<file path="src/rtl/axi_lite_arbiter.sv">
// Two-requester round-robin arbiter in front of one AXI4-Lite master port.
// Ports: ACLK/ARESET; requester side req, req_we, req_addr, req_wdata,
//   req_ack, req_rdata, busy; AXI4-Lite AW/W/B/AR/R (no strobes, no resp).
module axi_lite_arbiter #(
    parameter int ADDR_WIDTH = 5,
    parameter int REG_WIDTH  = 16
) (
    input  logic                    ACLK,
    input  logic                    ARESET,

    input  logic [1:0]              req,
    input  logic [1:0]              req_we,
    input  logic [2*ADDR_WIDTH-1:0] req_addr,
    input  logic [2*REG_WIDTH-1:0]  req_wdata,
    output logic [1:0]              req_ack,
    output logic [REG_WIDTH-1:0]    req_rdata,
    output logic                    busy,

    output logic                    AWVALID,
    input  logic                    AWREADY,
    output logic [ADDR_WIDTH-1:0]   AWADDR,
    output logic                    WVALID,
    input  logic                    WREADY,
    output logic [REG_WIDTH-1:0]    WDATA,
    input  logic                    BVALID,
    output logic                    BREADY,
    output logic                    ARVALID,
    input  logic                    ARREADY,
    output logic [ADDR_WIDTH-1:0]   ARADDR,
    input  logic                    RVALID,
    output logic                    RREADY,
    input  logic [REG_WIDTH-1:0]    RDATA
);

    typedef enum logic [2:0] {
        IDLE,
        WR,
        WR_RESP,
        RD,
        RD_DATA
    } state_t;

    state_t                  state_q;
    state_t                  state_d;

    logic                    prio_q;
    logic                    grant_q;
    logic [ADDR_WIDTH-1:0]   addr_q;
    logic [REG_WIDTH-1:0]    wdata_q;
    logic                    aw_done_q;
    logic                    w_done_q;
    logic                    bready_q;
    logic [REG_WIDTH-1:0]    rdata_q;
    logic [1:0]              ack_q;

    logic [1:0]              elig;
    logic                    grant_valid;
    logic                    grant_idx;
    logic [ADDR_WIDTH-1:0]   sel_addr;
    logic [REG_WIDTH-1:0]    sel_wdata;
    logic                    sel_we;

    logic                    aw_hs;
    logic                    w_hs;
    logic                    b_hs;
    logic                    ar_hs;
    logic                    r_hs;
    logic                    aw_fin;
    logic                    w_fin;

    // The requester being acknowledged this cycle is masked so that a
    // still-high req (or its next transaction) cannot win twice in a row.
    assign elig        = req & ~ack_q;
    assign grant_valid = |elig;
    assign grant_idx   = (elig == 2'b11) ? prio_q : elig[1];

    assign sel_addr  = grant_idx ? req_addr[2*ADDR_WIDTH-1:ADDR_WIDTH]
                                 : req_addr[ADDR_WIDTH-1:0];
    assign sel_wdata = grant_idx ? req_wdata[2*REG_WIDTH-1:REG_WIDTH]
                                 : req_wdata[REG_WIDTH-1:0];
    assign sel_we    = grant_idx ? req_we[1] : req_we[0];

    assign aw_hs = AWVALID & AWREADY;
    assign w_hs  = WVALID  & WREADY;
    assign b_hs  = BVALID  & BREADY;
    assign ar_hs = ARVALID & ARREADY;
    assign r_hs  = RVALID  & RREADY;

    // AW and W may complete in either order or together.
    assign aw_fin = aw_done_q | aw_hs;
    assign w_fin  = w_done_q  | w_hs;

    always_comb begin
        state_d = state_q;
        AWVALID = 1'b0;
        WVALID  = 1'b0;
        ARVALID = 1'b0;
        RREADY  = 1'b0;
        busy    = 1'b1;
        unique case (state_q)
            IDLE: begin
                busy = 1'b0;
                if (grant_valid) begin
                    state_d = sel_we ? WR : RD;
                end
            end
            WR: begin
                AWVALID = ~aw_done_q;
                WVALID  = ~w_done_q;
                if (aw_fin && w_fin) begin
                    state_d = WR_RESP;
                end
            end
            WR_RESP: begin
                if (b_hs) begin
                    state_d = IDLE;
                end
            end
            RD: begin
                ARVALID = 1'b1;
                if (ar_hs) begin
                    state_d = RD_DATA;
                end
            end
            RD_DATA: begin
                RREADY = 1'b1;
                if (r_hs) begin
                    state_d = IDLE;
                end
            end
            default: begin
                state_d = IDLE;
            end
        endcase
    end

    always_ff @(posedge ACLK or posedge ARESET) begin
        if (ARESET) begin
            state_q   <= IDLE;
            prio_q    <= 1'b0;
            grant_q   <= 1'b0;
            addr_q    <= '0;
            wdata_q   <= '0;
            aw_done_q <= 1'b0;
            w_done_q  <= 1'b0;
            bready_q  <= 1'b0;
            rdata_q   <= '0;
            ack_q     <= '0;
        end else begin
            state_q <= state_d;
            ack_q   <= '0;

            if (state_q == IDLE && grant_valid) begin
                grant_q <= grant_idx;
                addr_q  <= sel_addr;
                wdata_q <= sel_wdata;
                prio_q  <= ~grant_idx;
            end

            // Done flags live only while still in WR.
            aw_done_q <= (state_q == WR) && (state_d == WR) && aw_fin;
            w_done_q  <= (state_q == WR) && (state_d == WR) && w_fin;

            // One-cycle-late copy of BVALID; cleared on the handshake
            // edge so it never leaks into the IDLE cycle that follows.
            bready_q <= (state_q == WR_RESP) && BVALID && !b_hs;

            if (r_hs) begin
                rdata_q <= RDATA;
            end

            if (b_hs || r_hs) begin
                ack_q[grant_q] <= 1'b1;
            end
        end
    end

    assign BREADY    = bready_q;
    assign AWADDR    = addr_q;
    assign ARADDR    = addr_q;
    assign WDATA     = wdata_q;
    assign req_ack   = ack_q;
    assign req_rdata = rdata_q;

endmodule

</file>
<file path="config.mk">
export PLATFORM = sky130hd
export DESIGN_NAME = axi_lite_arbiter
export DESIGN_NICKNAME = d
export VERILOG_FILES = /design/src/rtl/axi_lite_arbiter.sv
export SDC_FILE = /design/constraint.sdc
export NUM_CORES = 1
export LEC_CHECK = 0
export ABC_CLOCK_PERIOD_IN_PS = 3300
export BUFFER_PORTS_ARGS = -buffer_cell sky130_fd_sc_hd__buf_2
export CAP_MARGIN = 25
export CORE_MARGIN = 2
export CORE_UTILIZATION = 40
export DETAILED_ROUTE_END_ITERATION = 8
export GPL_TIMING_DRIVEN = 1
export PLACE_DENSITY = 0.73
export SLEW_MARGIN = 15
export SYNTH_ARGS = -nofsm -noshare
export SYNTH_HDL_FRONTEND = slang
export SYNTH_SLANG_ARGS = --single-unit
</file>
<file path="constraint.sdc">
create_clock -name ACLK -period 3.3 [get_ports ACLK]
set_input_delay 0.33 -clock ACLK [delete_from_list [all_inputs] [get_ports ACLK]]
set_output_delay 0.33 -clock ACLK [all_outputs]
set_load 0.005 [all_outputs]
</file>
After elaboration in Yosys (flattened, before gate mapping). Cells that the tools add are included.

Output and inout port bits: 50. Logic and storage cells: 61. Bits in registers: 47.

Bitwise gates (word level): 12. Reductions and logical operators: 12. Mux-type cells: 19. $lt $le $gt $ge: 2. Equal/unequal tests: 6.

Operator list (number): $mux W16 (1); $mux W3 (5); $pmux W3 S5 (1); $logic_and A1 B1 Y1 (8); $mux W1 (8); $eq A3 B1 Y1 const B (2); $eq A3 B2 Y1 const B (2); $and A1 B1 Y1 (5); $mux W5 (1); $mux W2 (2); $eq A3 B3 Y1 const B (1); $logic_not A3 Y1 (1); $not A1 Y1 (3); $and A2 B2 Y2 (1); $eq A2 B2 Y1 const B (1); $lt A1 B2 Y1 const B (1); $not A2 Y2 (1); $or A1 B1 Y1 (2); $reduce_or A2 Y1 (1); $demux W1 S1 (1); $ge A1 B1 Y1 const B (1); $logic_not A1 Y1 (1); $logic_or A1 B1 Y1 (1).

Logic depth before layout (Yosys ltp).
Depth after elaboration: 11. Gate-level depth with buffers: 6.

Least setup slack after synthesis. No wires, ideal clock.

Path type: reg2reg. From: register ack_q[0], in the netlist req_ack[0]. To: register wdata_q[0], in the netlist WDATA[0]. Path slack: 1.681 ns. Buffers on the path: 1. Cell stages (with the launch flop): 5. Data arrival time: 1.493 ns. Data required time: 3.173 ns. Cell sequence: dfrtp_1 -> or3b_1 -> clkbuf_1 -> and4_1 -> a221o_2.

Word-level cells in the longest chain between the ends: 5. Elaborated cells on any way between the ends: 7.

RTL lines: start: declaration (RTL line 54) `logic [1:0] ack_q;`; start signal: assignment (RTL line 148) `ack_q <= '0;`; start signal: assignment (RTL line 151) `ack_q <= '0;`; start signal: indexed assignment (RTL line 173) `ack_q[grant_q] <= 1'b1;`; $not A2 Y2 (*) (RTL line 73) `assign elig = req & ~ack_q;`; $and A2 B2 Y2 (*) (RTL line 73); $eq A2 B2 Y1 (RTL line 75) `assign grant_idx = (elig == 2'b11) ? prio_q : elig[1];`; $mux W1 (RTL line 75); $mux W16 (RTL line 79) `assign sel_wdata = grant_idx ? req_wdata[2*REG_WIDTH-1:REG_WIDTH]`; end signal: assignment (RTL line 156) `wdata_q <= sel_wdata;`; end: declaration (RTL line 49) `logic [REG_WIDTH-1:0] wdata_q;`.

Mark *: on every way between the ends. The rest lies on a longest branch, timed or not. A chain may end at the register's enable or synchronous reset.

Final worst setup path.
From: register state_q[0]. To: register addr_q[2], in the netlist ARADDR[2].

Word-level cells in the longest chain between the ends: 2.

RTL lines: start: declaration (RTL line 43) `state_t state_q;`; start signal: assignment (RTL line 150) `state_q <= state_d;`; $logic_not A3 Y1 (RTL line 153) `if (state_q == IDLE && grant_valid) begin`; $logic_and A1 B1 Y1 (RTL line 153); end signal: assignment (RTL line 155) `addr_q <= sel_addr;`; end: declaration (RTL line 48) `logic [ADDR_WIDTH-1:0] addr_q;`.

Every way passes these cells.

==> flow_metrics.tcl <==
set metrics [dict create \
    status "finished, final reports clean" \
    grtUsageTotal_pct 18.2 \
    clkSinkCount 47 \
    postCtsSetupBuffers 0 \
    critPathCapture "ARADDR[2]" \
    reg2reg_to "ARADDR[2]" \
    drt_iter0_markers 108 \
    power.density_nw_per_um2 833 \
    drtPass1Iterations 7 \
    ir_drop_mv 0.324 \
    cts-buffers-inserted 5 \
    yosysMostFrequentCell "dfrtp_1" \
    syn-num-nets 233 \
    fin_nets 344 \
    grt_pass1_wl_mm 8.44 \
    r2r_setup_slack_ns 1.10 \
    critPathLaunchType "register" \
    die_h_um 77.5 \
    slew_headroom_pct 42.8 \
    cp_max_fo 25 \
    worst_slew_pin_slew_ns 0.854 \
    cpMostUsedCell "buf_4" \
    start_util_pct 41.7 \
    coreArea_sq_um 5170 \
    routabilityCongestion 0.722 \
    cp.required_ns 3.53 \
    vias 1789 \
    synth_edf_count 0 \
    rr_startpoint "state_q[0]" \
    worstSetupPathType "register to register" \
    ys_seq_elements 47 \
    numPortBuffers 118 \
    maxCapViolCount 0 \
    cp_slowest_stage_delay_ns 0.64 \
    clock_skew_ns 0.00179 \
    synth_warnings 0 \
    ff2ff_path_depth 6 \
    wl_per_cell_um 15.7 \
    seq_area_frac_synth_pct 54.5 \
    overflow 0 \
    path_clk_slew_ns 0.08 \
    cts.path.max_buffers 2 \
    end_kind "register" \
    route.antenna.remaining_nets 0 \
    dpl_cell_area_sq_um 2750 \
    critPathArrivalTime_ns 2.44 \
    synthTopCellsByCount "dfrtp_1 (47), and4_1 (21), a221o_2 (19), mux2_2 (16), nor2_1 (9)" \
    synth_area_leaders "dfrtp_1 (54%), a221o_2 (9.9%), and4_1 (8.5%)" \
    synthCells 164 \
    async_flop_share_pct 100 \
    critPathBufInv 3 \
    hold_path.class "input pin to asynchronous set/reset pin" \
    fin_crit_sh_pct 66.8 \
    chipWidth_um 77.5 \
    die_area_sq_um 6000 \
    setup_tns_ns 0 \
    hold_viol_final 0 \
    insertion_delay_ns 0.29 \
    p_leak_nw 1.51 \
    layout-drive-gt1-share_pct 62.2 \
    rows 26 \
    io_pins 119 \
    cts_hold_buffers 0 \
    final_area_sq_um 2870 \
    diodes 0 \
    crit_slowest_cell "a2111oi_4" \
    finalSetupViolCount 0 \
    yosysTopAreaCell "dfrtp_1" \
    cp.depth 6 \
    route.detailed.drc 0 \
    viasPerCell 5.19 \
    grt_setup_unrepaired "false" \
    wl_mm 5.42 \
    synthToLayoutAreaGrowth_pct 32.8 \
    grt_max_degree 48 \
    crit_chain "nor3_4 -> buf_4 -> inv_2 -> a2111oi_4 -> buf_4 -> a221o_2" \
    yosys.area.top_type_share_pct 54.5 \
    cts-root-buf "clkbuf_8" \
    avgSynthCellArea_sq_um 13.2 \
    dp_hpwl_mm 3.94 \
    drv_slew 0 \
    cts-resized-gates 0 \
    cp-startpoint "state_q[0]" \
    synth_ff_type "dfrtp_1" \
    grt_antenna_before_repair 0 \
    ys_types 31 \
    path_delay_family "compound AO/OA/AOI/OAI gates" \
    cts_tree "done" \
    synthesis.area_sq_um 2160 \
    first_global_vias 1689 \
    min_period_ns 2.20 \
    max_clock_freq_mhz 454 \
    h-tree-depth 2 \
]
-- state kept, by name, summed over array words and instances (netlist names) --
| name | cells |
|---|---|
| WDATA | 16 |
| req_rdata | 16 |
| ARADDR | 5 |
| state_q | 3 |
| req_ack | 2 |
| BREADY | 1 |
| aw_done_q | 1 |
| grant_q | 1 |
| prio_q | 1 |
| w_done_q | 1 |
-- kinds of logic after synthesis --
kind of cell	synth area share, %
buffers and inverters	6.38
and+or+nand+nor	14.7
muxes	8.35
AOI/OAI and AO/OA	16.1
DFF	54.5
-- per-layer routing --
metal  vias up  GRT usage (%)  share of wire [%]
met3         6           6.16                7.2
met2        79           27.2                 46
li1        848              -                  -
met5         -              0                  0
met4         0           6.96                1.3
met1       856           24.4                 45
-- layout by cell type, fill, tap and decap left out, types with 2 or more instances in the layout --
cell      count
a221o_1       3
a221o_2      19
and4_1       21
buf_2       118
buf_4         2
clkbuf_8      6
dfrtp_1      47
inv_1         5
inv_2         2
mux2_2       16
nand2_1       2
nor2_1        9
nor2b_1       3
o211ai_1      2
-- final cells by class --
cell class	instances	area, sq um
tap	70	87.6
sequential	47	1180
multi-input combinational	92	851
timing repair buffer	122	637
inverter	7	26.3
clock buffer	6	82.6
fill	463	2310
clock inverter	1	5.00
-- how the worst min path moves through the flow --
stage / from / end / slack, ns / cells after the start
2_1_floorplan: grant_q / req_ack[0] / 0.42 / 1
3_3_place_gp: grant_q / req_ack[0] / 0.44 / 1
3_5_place_dp: grant_q / req_ack[0] / 0.45 / 1
4_1_cts: RDATA[14] / req_rdata[14] / 0.26 / 2
5_1_grt: ARESET / req_rdata[12] / 0.01 / 2
6_report: ARESET / req_rdata[10] / 0.008 / 2
-- report_power, final --
part	leakage, nW	total, W	switching [W]	internal, W
combinational	0.868	0.00102	0.000447	0.000577
clock	0.0470	0.000343	0.000178	0.000165
sequential	0.597	0.00102	0.000180	0.000838
-- per-stage QoR --
step	total power, W	setup WS [ns]	utilization (%)	instances	hold slack, ns
finish	0.00239	1.10	55.4	345	0.00791
global route	0.00257	0.927	55.4	345	0.0146
CTS	0.00239	1.10	54.8	343	0.257
detailed placement	0.00204	1.14	53.1	336	0.446
global placement	0.00201	1.19	53.1	336	0.439
floorplan	0.00166	1.68	-	164	0.418
No activity file was read; power rests on OpenSTA's default activity.
